**src/rtl/data_cache_pkg.sv**
```systemverilog
// data_cache_pkg: shared state encoding and address-field geometry for the data cache.
package data_cache_pkg;
  typedef enum logic [1:0] {IDLE, REFILL, WRITE_THROUGH} state_t;
  localparam int DEF_INDEX_BITS = 4;
  localparam int DEF_WORD_SELECT_BITS = 2;
  function automatic int tag_bits(input int ib, input int wb);
    return 30 - ib - wb;
  endfunction
  function automatic int index_lsb(input int wb);
    return wb + 2;
  endfunction
  localparam int TAG_BITS = tag_bits(DEF_INDEX_BITS, DEF_WORD_SELECT_BITS);
  localparam int BLOCK_WORDS = 1 << DEF_WORD_SELECT_BITS;
endpackage

```
**src/rtl/data_cache_line_array.sv**
```systemverilog
// data_cache_line_array: tag/valid/data storage with a combinational read port and synchronous word/fill ports.
module data_cache_line_array #(
  parameter int INDEX_BITS = 4,
  parameter int WORD_SELECT_BITS = 2,
  parameter int TAG_BITS = 24
) (
  input  logic                        clock,
  input  logic                        reset_n,
  input  logic [INDEX_BITS-1:0]       index,
  input  logic [WORD_SELECT_BITS-1:0] rd_word,
  output logic                        rd_valid,
  output logic [TAG_BITS-1:0]         rd_tag,
  output logic [31:0]                 rd_data,
  input  logic                        wr_en,
  input  logic [WORD_SELECT_BITS-1:0] wr_word,
  input  logic [31:0]                 wr_data,
  input  logic                        fill_en,
  input  logic [TAG_BITS-1:0]         fill_tag
);
  localparam int LINES = 1 << INDEX_BITS;
  localparam int WORDS = 1 << WORD_SELECT_BITS;
  logic [LINES-1:0]    valid;
  logic [TAG_BITS-1:0] tags [LINES];
  logic [31:0]         data [LINES][WORDS];
  always_ff @(posedge clock or negedge reset_n)
    if (!reset_n) valid <= '0;
    else if (fill_en) valid[index] <= 1'b1;
  always_ff @(posedge clock) begin
    if (wr_en) data[index][wr_word] <= wr_data;
    if (fill_en) tags[index] <= fill_tag;
  end
  assign rd_valid = valid[index];
  assign rd_tag = tags[index];
  assign rd_data = data[index][rd_word];
endmodule

```
**src/rtl/data_cache_controller.sv**
```systemverilog
// data_cache_controller: direct-mapped write-through no-write-allocate data cache for the MEM stage.
module data_cache_controller
  import data_cache_pkg::*;
#(
  parameter int INDEX_BITS = DEF_INDEX_BITS,
  parameter int WORD_SELECT_BITS = DEF_WORD_SELECT_BITS
) (
  input  logic        clock,
  input  logic        reset_n,
  input  logic        MemRead,
  input  logic        MemWrite,
  input  logic [31:0] address,
  input  logic [31:0] write_data,
  output logic [31:0] data_memory_read_data,
  output logic        hit,
  output logic        mem_read_request,
  output logic        mem_write_request,
  output logic [31:0] mem_address,
  output logic [31:0] mem_write_data,
  input  logic [31:0] mem_read_data,
  input  logic        mem_ready
);
  localparam int LTAG = tag_bits(INDEX_BITS, WORD_SELECT_BITS);
  localparam int ILSB = index_lsb(WORD_SELECT_BITS);
  state_t state;
  logic [WORD_SELECT_BITS-1:0] count, wsel;
  logic [INDEX_BITS-1:0] idx;
  logic [LTAG-1:0] tag, rd_tag;
  logic [31:0] rd_data;
  logic rd_valid, lookup_hit, refill_step, wt_done, load_hit;
  logic unused_byte_bits;
  assign unused_byte_bits = ^address[1:0];
  assign wsel = address[ILSB-1:2];
  assign idx = address[ILSB +: INDEX_BITS];
  assign tag = address[31 -: LTAG];
  assign lookup_hit = rd_valid && rd_tag == tag;
  assign refill_step = state == REFILL && mem_ready;
  assign wt_done = state == WRITE_THROUGH && mem_ready;
  assign load_hit = state == IDLE && MemRead && !MemWrite && lookup_hit;
  assign hit = state == REFILL ? 1'b0 : state == WRITE_THROUGH ? mem_ready : MemWrite ? 1'b0 : !MemRead || lookup_hit;
  assign data_memory_read_data = load_hit ? rd_data : '0;
  assign mem_read_request = state == REFILL;
  assign mem_write_request = state == WRITE_THROUGH;
  assign mem_address = state == REFILL ? {tag, idx, count, 2'b00} : state == WRITE_THROUGH ? {address[31:2], 2'b00} : '0;
  assign mem_write_data = state == WRITE_THROUGH ? write_data : '0;
  // Stores only touch the array when the line already holds that block.
  data_cache_line_array #(
    .INDEX_BITS(INDEX_BITS),
    .WORD_SELECT_BITS(WORD_SELECT_BITS),
    .TAG_BITS(LTAG)
  ) lines (
    .clock(clock),
    .reset_n(reset_n),
    .index(idx),
    .rd_word(wsel),
    .rd_valid(rd_valid),
    .rd_tag(rd_tag),
    .rd_data(rd_data),
    .wr_en(refill_step || (wt_done && lookup_hit)),
    .wr_word(state == REFILL ? count : wsel),
    .wr_data(state == REFILL ? mem_read_data : write_data),
    .fill_en(refill_step && &count),
    .fill_tag(tag)
  );
  always_ff @(posedge clock or negedge reset_n)
    if (!reset_n) begin
      state <= IDLE;
      count <= '0;
    end else begin
      case (state)
        IDLE:
          if (MemWrite) state <= WRITE_THROUGH;
          else if (MemRead && !lookup_hit) begin
            state <= REFILL;
            count <= '0;
          end
        REFILL:
          if (mem_ready) begin
            count <= count + 1'b1;
            if (&count) state <= IDLE;
          end
        WRITE_THROUGH:
          if (mem_ready) state <= IDLE;
        default: state <= IDLE;
      endcase
    end
endmodule

```
**config.mk**
```make
export PLATFORM = sky130hd
export DESIGN_NAME = data_cache_controller
export DESIGN_NICKNAME = d
export VERILOG_FILES = /design/src/rtl/data_cache_pkg.sv /design/src/rtl/data_cache_line_array.sv /design/src/rtl/data_cache_controller.sv
export SDC_FILE = /design/constraint.sdc
export NUM_CORES = 2
export LEC_CHECK = 0
export ABC_AREA = 1
export BUFFER_PORTS_ARGS = -buffer_cell sky130_fd_sc_hd__buf_2
export CAP_MARGIN = 15
export CORE_MARGIN = 1
export CORE_UTILIZATION = 56
export CTS_CLUSTER_SIZE = 16
export DETAILED_ROUTE_END_ITERATION = 12
export PLACE_DENSITY = 0.75
export REMOVE_ABC_BUFFERS = 1
export SYNTH_ARGS = -nofsm -noshare
export SYNTH_HDL_FRONTEND = slang
export SYNTH_HIERARCHICAL = 1
export SYNTH_SLANG_ARGS = --single-unit
```
**constraint.sdc**
```tcl
create_clock -name clock -period 3.7 [get_ports clock]
set_clock_uncertainty 0.1 [all_clocks]
set_input_delay 0.555 -clock clock [delete_from_list [all_inputs] [get_ports clock]]
set_output_delay 0.555 -clock clock [all_outputs]
set_load 0.01 [all_outputs]
```
Yosys cells after proc, flatten, opt, wreduce, memory -nomap -nowiden:

Memory sizes are Yosys's and may differ from the RTL's.
Index checks and enable logic that the tools add are counted.

* register bits: 20
* memory bits (writable): 2432
* bits of input ports: 101
* output and inout port bits: 99
* logic and storage cells: 76
* memories: 2

Memories
* lines.data: words 16, width 128, rd ports 1, clocked after Yosys merged registers in 0, wr ports 1, RTL line data_cache_line_array.sv:24 `logic [31:0] data [LINES][WORDS];`
* lines.tags: words 16, width 24, rd ports 1, clocked after Yosys merged registers in 0, wr ports 1, RTL line data_cache_line_array.sv:23 `logic [TAG_BITS-1:0] tags [LINES];`

* add/sub/neg operators: 1
* order comparisons: 5
* equality and inequality tests: 9
* muxes and demuxes: 32
* bitwise gates (word level): 3
* reductions and logical operators: 21

Operator list (count)
* 2-to-1 mux 32 bit: 8
* 2-to-1 mux 128 bit: 1
* binary-select mux 32 bit (select 2 bit): 1
* demux 32 bit (select 2 bit): 1
* equality test 24 bit: 1
* 2-to-1 mux 2 bit: 9
* bitwise OR 16 bit: 1
* logical AND 1 bit: 11
* 2-to-1 mux 1 bit: 8
* != test 2 x 1 -> 1 bit (second input constant): 4
* AND reduction 4 bit: 2
* >= comparator 3 bit (second input constant): 2
* inverter 2 -> 3 bit: 2
* one-hot mux 2 bit (3 select lines): 1
* < comparator 4 x 5 -> 1 bit (second input constant): 1
* binary-select mux 1 bit (select 4 bit): 1
* demux 1 bit (select 4 bit): 1
* >= comparator 4 x 1 -> 1 bit (second input constant): 1
* one-hot mux 2 bit (2 select lines): 1
* logical NOT 1 bit: 3
* < comparator 3 x 1 -> 1 bit (second input constant): 1
* != test 3 x 2 -> 1 bit (second input constant): 1
* adder 2 x 1 -> 2 bit (second input constant): 1
* equality test 2 x 1 -> 1 bit (second input constant): 1
* other kinds (6): 7

Depth between registers and ports, before layout:

* depth in word-level cells: 8
* gate-level depth with buffers: 22
* gate-level depth less buffers: 18

Modules after synthesis:

Netlist, hierarchy kept.

By module, submodules not included
* data_cache_line_array: instances 1, cells each 8480, area an instance 97624.9 µm², seq. area each 73430.4 µm²
* data_cache_controller: instances 1, cells each 440, area an instance 2018.2 µm², seq. area each 100.1 µm²

Worst setup path before layout:

OpenSTA, ideal clock, no wires.

* path type: input to register
* from: input address[4]
* to: memory lines/data[11][0] (netlist bit), enable pin
* setup time: 0.421 ns
* arrival time: 4.457 ns
* setup slack: -1.278 ns
* stages on the path: 20
* buffers on the path: 4
* path through: buf_4 inv_2 nor2_4 clkbuf_1 buf_1 a22oi_1 nand2_1 nand2_1 nand4_1 inv_1 nand2_1 nand2_1 nor2_1 nand3_1 nor2_1 nand3_1 o21ai_0 nand3_1 clkbuf_1 nor2_1

* cells in the longest elaborated chain, start to end: 7
* elaborated cells between the ends (all ways): 9
* those cells by class: eq/ne: 1; mux: 4; reduce/logical: 3; memory: 1

Ends and longest elaborated chain
* start, declared: RTL line data_cache_controller.sv:12 `input logic [31:0] address,`
* memory (16 x 24 bit)
* net rd_tag[18]: RTL line data_cache_controller.sv:28 `logic [LTAG-1:0] tag, rd_tag;`
* equality test 24 bit: RTL line data_cache_controller.sv:36 `assign lookup_hit = rd_valid && rd_tag == tag;`
* logical AND 1 bit: RTL line data_cache_controller.sv:36
* logical AND 1 bit: RTL line data_cache_controller.sv:59 `.wr_en(refill_step || (wt_done && lookup_hit)),`
* logical OR 1 bit: RTL line data_cache_controller.sv:59
* 2-to-1 mux 1 bit: RTL line data_cache_line_array.sv:29 `if (wr_en) data[index][wr_word] <= wr_data;`
* 2-to-1 mux 128 bit (implied by the code): RTL line data_cache_line_array.sv:29
* end, declared: RTL line data_cache_line_array.sv:24

The timed path passes the listed nets, and every way through them passes these cells. The select of a mux whose other input is x is not followed.

Final worst setup path:

* from: input address[7]
* to: output data_memory_read_data[20]

* cells in the longest elaborated chain, start to end: 5
* elaborated cells between the ends (all ways): 11
* those cells by class: eq/ne: 1; mux: 6; reduce/logical: 2; memory: 2

Ends and longest elaborated chain
* memory (16 x 128 bit)
* binary-select mux 32 bit (select 2 bit): RTL line data_cache_line_array.sv:34 `assign rd_data = data[index][rd_word];`
* 2-to-1 mux 32 bit (implied by the code) (2 in a row): RTL line data_cache_line_array.sv:34
* net rd_data[20]: RTL line data_cache_controller.sv:29 `logic [31:0] rd_data;`
* 2-to-1 mux 32 bit: RTL line data_cache_controller.sv:41 `assign data_memory_read_data = load_hit ? rd_data : '0;`
* end, declared: RTL line data_cache_controller.sv:14 `output logic [31:0] data_memory_read_data,`

The timed path passes the listed nets, and every way through them passes these cells. The select of a mux whose other input is x is not followed.

==> results.cfg <==
[synthesis]
synth_compound_area_frac = 0.02471
synthAdderAreaFrac = 0.0001256
synth_seq_area_share = 0.7379
synth_top_family_by_area = simple AND/OR/NAND/NOR gates
synthMuxAreaShare = 0
synth_area_leaders = edfxtp_1, nand2_1, nor2_1, a22oi_1, nand3_1
yosysTopAreaCellShare = 0.7329
synth-xor-area-share = 0.0004395
yosysWarnings = 6
syn_area_per_cell_sq_um = 11.17
synthesis.area_sq_um = 99640
ys_seq_elements = 2452
synthSimpleGateAreaFrac = 0.2114
synth_top_area_cell = edfxtp_1
syn_inst = 8920
synth_cell_type_count = 30

[sta]
maxSlewHeadroom = 0.1820
drv_slew = 0
period_minus_slack_ns = 4.210
fmax_mhz = 237.5
setup_viol = 32
hold_viol = 0
setup_ws_ns = -0.5098
period_share = 1.138
final.setup.tns_ns = -11.64
hold_ws_ns = 0.06607
worst_slew_pin_slew_ns = 1.222
rsz0062_at_grt = yes

[power]
peakVddDrop_v = 0.0004919
p_leak_nw = 45.57
p_per_area_nw_per_um2 = 552.7

[worst_setup_path]
critPathKind = in -> out
critical_path_peak_fanout = 68
worstPathArrival_ns = 3.55
timing.rr.end = lines/data[5][38]
start_kind = input port
max_stage_delay_ns = 0.35
required_ns = 3.04
crit-reg2reg-launch = lines/tags[3][12]
cpMostUsedCell = buf_4
reg2reg_depth = 18
path_cells = buf_2 -> buf_4 -> nor2_4 -> buf_6 -> buf_16 -> inv_1 -> buf_4 -> nor2_1 -> nor2_1 -> nand2_1 -> nand3_1 -> nand2_1 -> inv_1 -> nor2_2 -> buf_4 -> buf_2
crit_path_top_delay_cell = buf_16
reg2reg_slack_ns = 0.10
endpoint_kind = output port

[place]
dp_hpwl_um = 181000
dpl_cell_area_sq_um = 108700
dp_slack_ns = -0.5492
gp_congestion = 0.9448
portBuffers = 195

[status]
status = finished, violations left
violations = DRC, setup timing

[grt]
gr-total-overflow = 0
grt-busiest-layer = met2
grt_max_degree = 126
grtUsageTotal = 0.3371
met3_usage = 0.07262
grtUsageMet1 = 0.4487
antenna_found_initial = 6
met2_usage = 0.5121
grt_pass1_vias = 67470
grt_pass1_wl_um = 439800

[floorplanning]
num_rows = 154
io_pins = 200
floorplan.initialDensity = 0.5646
die-area_sq_um = 179600
core_area_sq_um = 176500
dieHeight_um = 423.8
die_x_um = 423.8

[clocking]
cts_root_buf = clkbuf_16
worst_skew_pair.late_latency_ns = 0.87
numClockSinks = 2452
cts_buffers = 229
cts_tree = done
h-tree-depth = 4
path_clk_slew_ns = 0.06
cts_buffer_depth = 3

[min_path]
worstHoldStart = address[23]
hold_path_depth = 2
min_path_type = in -> reg
hold_end = lines/tags[10][15]

[routing]
wl_um = 305500
wl_per_cell_um = 25.67
viasPerCell = 5.906
drtPass1Iterations = 12
drc = 2
detail-route-antenna-nets = 0
dr.first_iter.drc_count = 10730
vias = 70310

[cells_and_area]
drive_gt1_frac = 0.1221
area_growth_pct = 16.94
stdcell_area_sq_um = 116500
fin_nets = 9484

[flow_run]
cap_violations = 0
-- per-stage QoR --
step | std cells | utilization | power, W
after floorplan | 8472 | - | 0.03682
after global placement | 11460 | 0.6155 | 0.04158
after detailed placement | 11460 | 0.6156 | 0.04175
after CTS | 11900 | 0.6581 | 0.06405
after global routing | 11910 | 0.6602 | 0.06564
final | 11910 | 0.6602 | 0.06440
-- worst max-delay path by stage --
stage	start	to	cells past startpoint
after global placement	address[5]	lines/data[6][44]	21
after global routing	lines/tags[8][4]	data_memory_read_data[13]	15
after floorplan	address[4]	lines/data[0][0]	15
after detailed placement	address[4]	lines/data[7][44]	22
final	address[7]	data_memory_read_data[20]	16
after CTS	lines/tags[7][9]	data_memory_read_data[7]	15
-- worst max-delay path, delay by kind of cell --
| kind | cells | cell delay, ns |
|---|---|---|
| buffers and inverters | 9 | 1.77 |
| and+or+nand+nor | 7 | 1.11 |
-- per-layer routing --
metal  part of all wire  vias up
li1                   -    30800
met1               0.35    33670
met2               0.45     4965
met3               0.13      872
met4              0.070        0
met5                  0        -
-- cell type report --
cell class	instances	area [sq um]
Antenna cell	1	2.502
Multi-Input combinational cell	5865	24890
Timing Repair Buffer	679	7423
Inverter	155	611.8
Clock inverter	124	1040
Clock buffer	289	6092
Sequential cell	2452	73530
Fill cell	12410	59980
Tap cell	2340	2928
-- power by group --
group          internal (W)  switching (W)  total [W]
clock                0.0128        0.00996     0.0227
sequential           0.0326      0.0000397     0.0326
combinational       0.00195        0.00708    0.00902
-- cells in the mapped netlist --
cell / n
nand2_1: 4604
edfxtp_1: 2432
nor2_1: 548
clkbuf_1: 235
nand3_1: 205
a22oi_1: 192
buf_2: 161
inv_1: 148
a21oi_1: 130
nand4_1: 65
o21ai_0: 59
buf_1: 42
nor2_2: 28
dfrtp_1: 20
buf_4: 8
o22ai_1: 8
inv_2: 6
nor2_4: 6
o21ai_1: 5
xnor2_1: 5
buf_6: 3
nor3_1: 2
and3_1: 1
clkinv_1: 1
conb_1: 1
ha_1: 1
nand3b_1: 1
nand3b_2: 1
nor3b_1: 1
nor4_2: 1
-- cell families (layout without fill, tap and decap cells) --
| group | after synthesis | in the layout |
|---|---|---|
| flops | 2452 | 2452 |
| simple gates | 5463 | 5463 |
| buf+inv | 604 | 1247 |
| other cells | 1 | 3 |
| fa+ha+maj | 1 | 1 |
| xor+xnor | 5 | 5 |
| compound gates | 394 | 394 |
-- placed cells by master, fill, tap and decap left out, types with 8 or more instances in the layout --
| cell | synthesis | routed |
|---|---|---|
| a22oi_2 | 0 | 23 |
| dfrtp_1 | 20 | 20 |
| nand4_1 | 65 | 65 |
| clkbuf_16 | 0 | 234 |
| dlygate4sd3_1 | 0 | 28 |
| a22oi_1 | 192 | 169 |
| bufinv_16 | 0 | 18 |
| nor2_4 | 6 | 97 |
| nor2_2 | 28 | 28 |
| clkinv_1 | 1 | 58 |
| nand3_1 | 205 | 197 |
| edfxtp_1 | 2432 | 2432 |
| clkbuf_1 | 235 | 52 |
| buf_12 | 0 | 208 |
| o22ai_1 | 8 | 8 |
| nor2_1 | 548 | 457 |
| nand2_1 | 4604 | 4594 |
| buf_2 | 161 | 186 |
| buf_4 | 8 | 237 |
| inv_1 | 148 | 145 |
| o21ai_0 | 59 | 27 |
| o21ai_4 | 0 | 32 |
| clkinv_2 | 0 | 38 |
| a21oi_1 | 130 | 130 |
| buf_6 | 3 | 15 |
-- sequential cells by signal, indices dropped and copies added (netlist names) --
register,flops
count,2
lines/tags,384
lines/valid,16
lines/data,2048
state,2
-- repair_timing --
action,CTS,global route
hold buffers,27,1
pin swaps,5,19
gates resized for setup,20,64
buffers inserted,0,2
endpoints found under the setup margin,33,1296
hold endpoints to repair,326,2
cloned,0,0
Power figures use the tool's default switching activity.
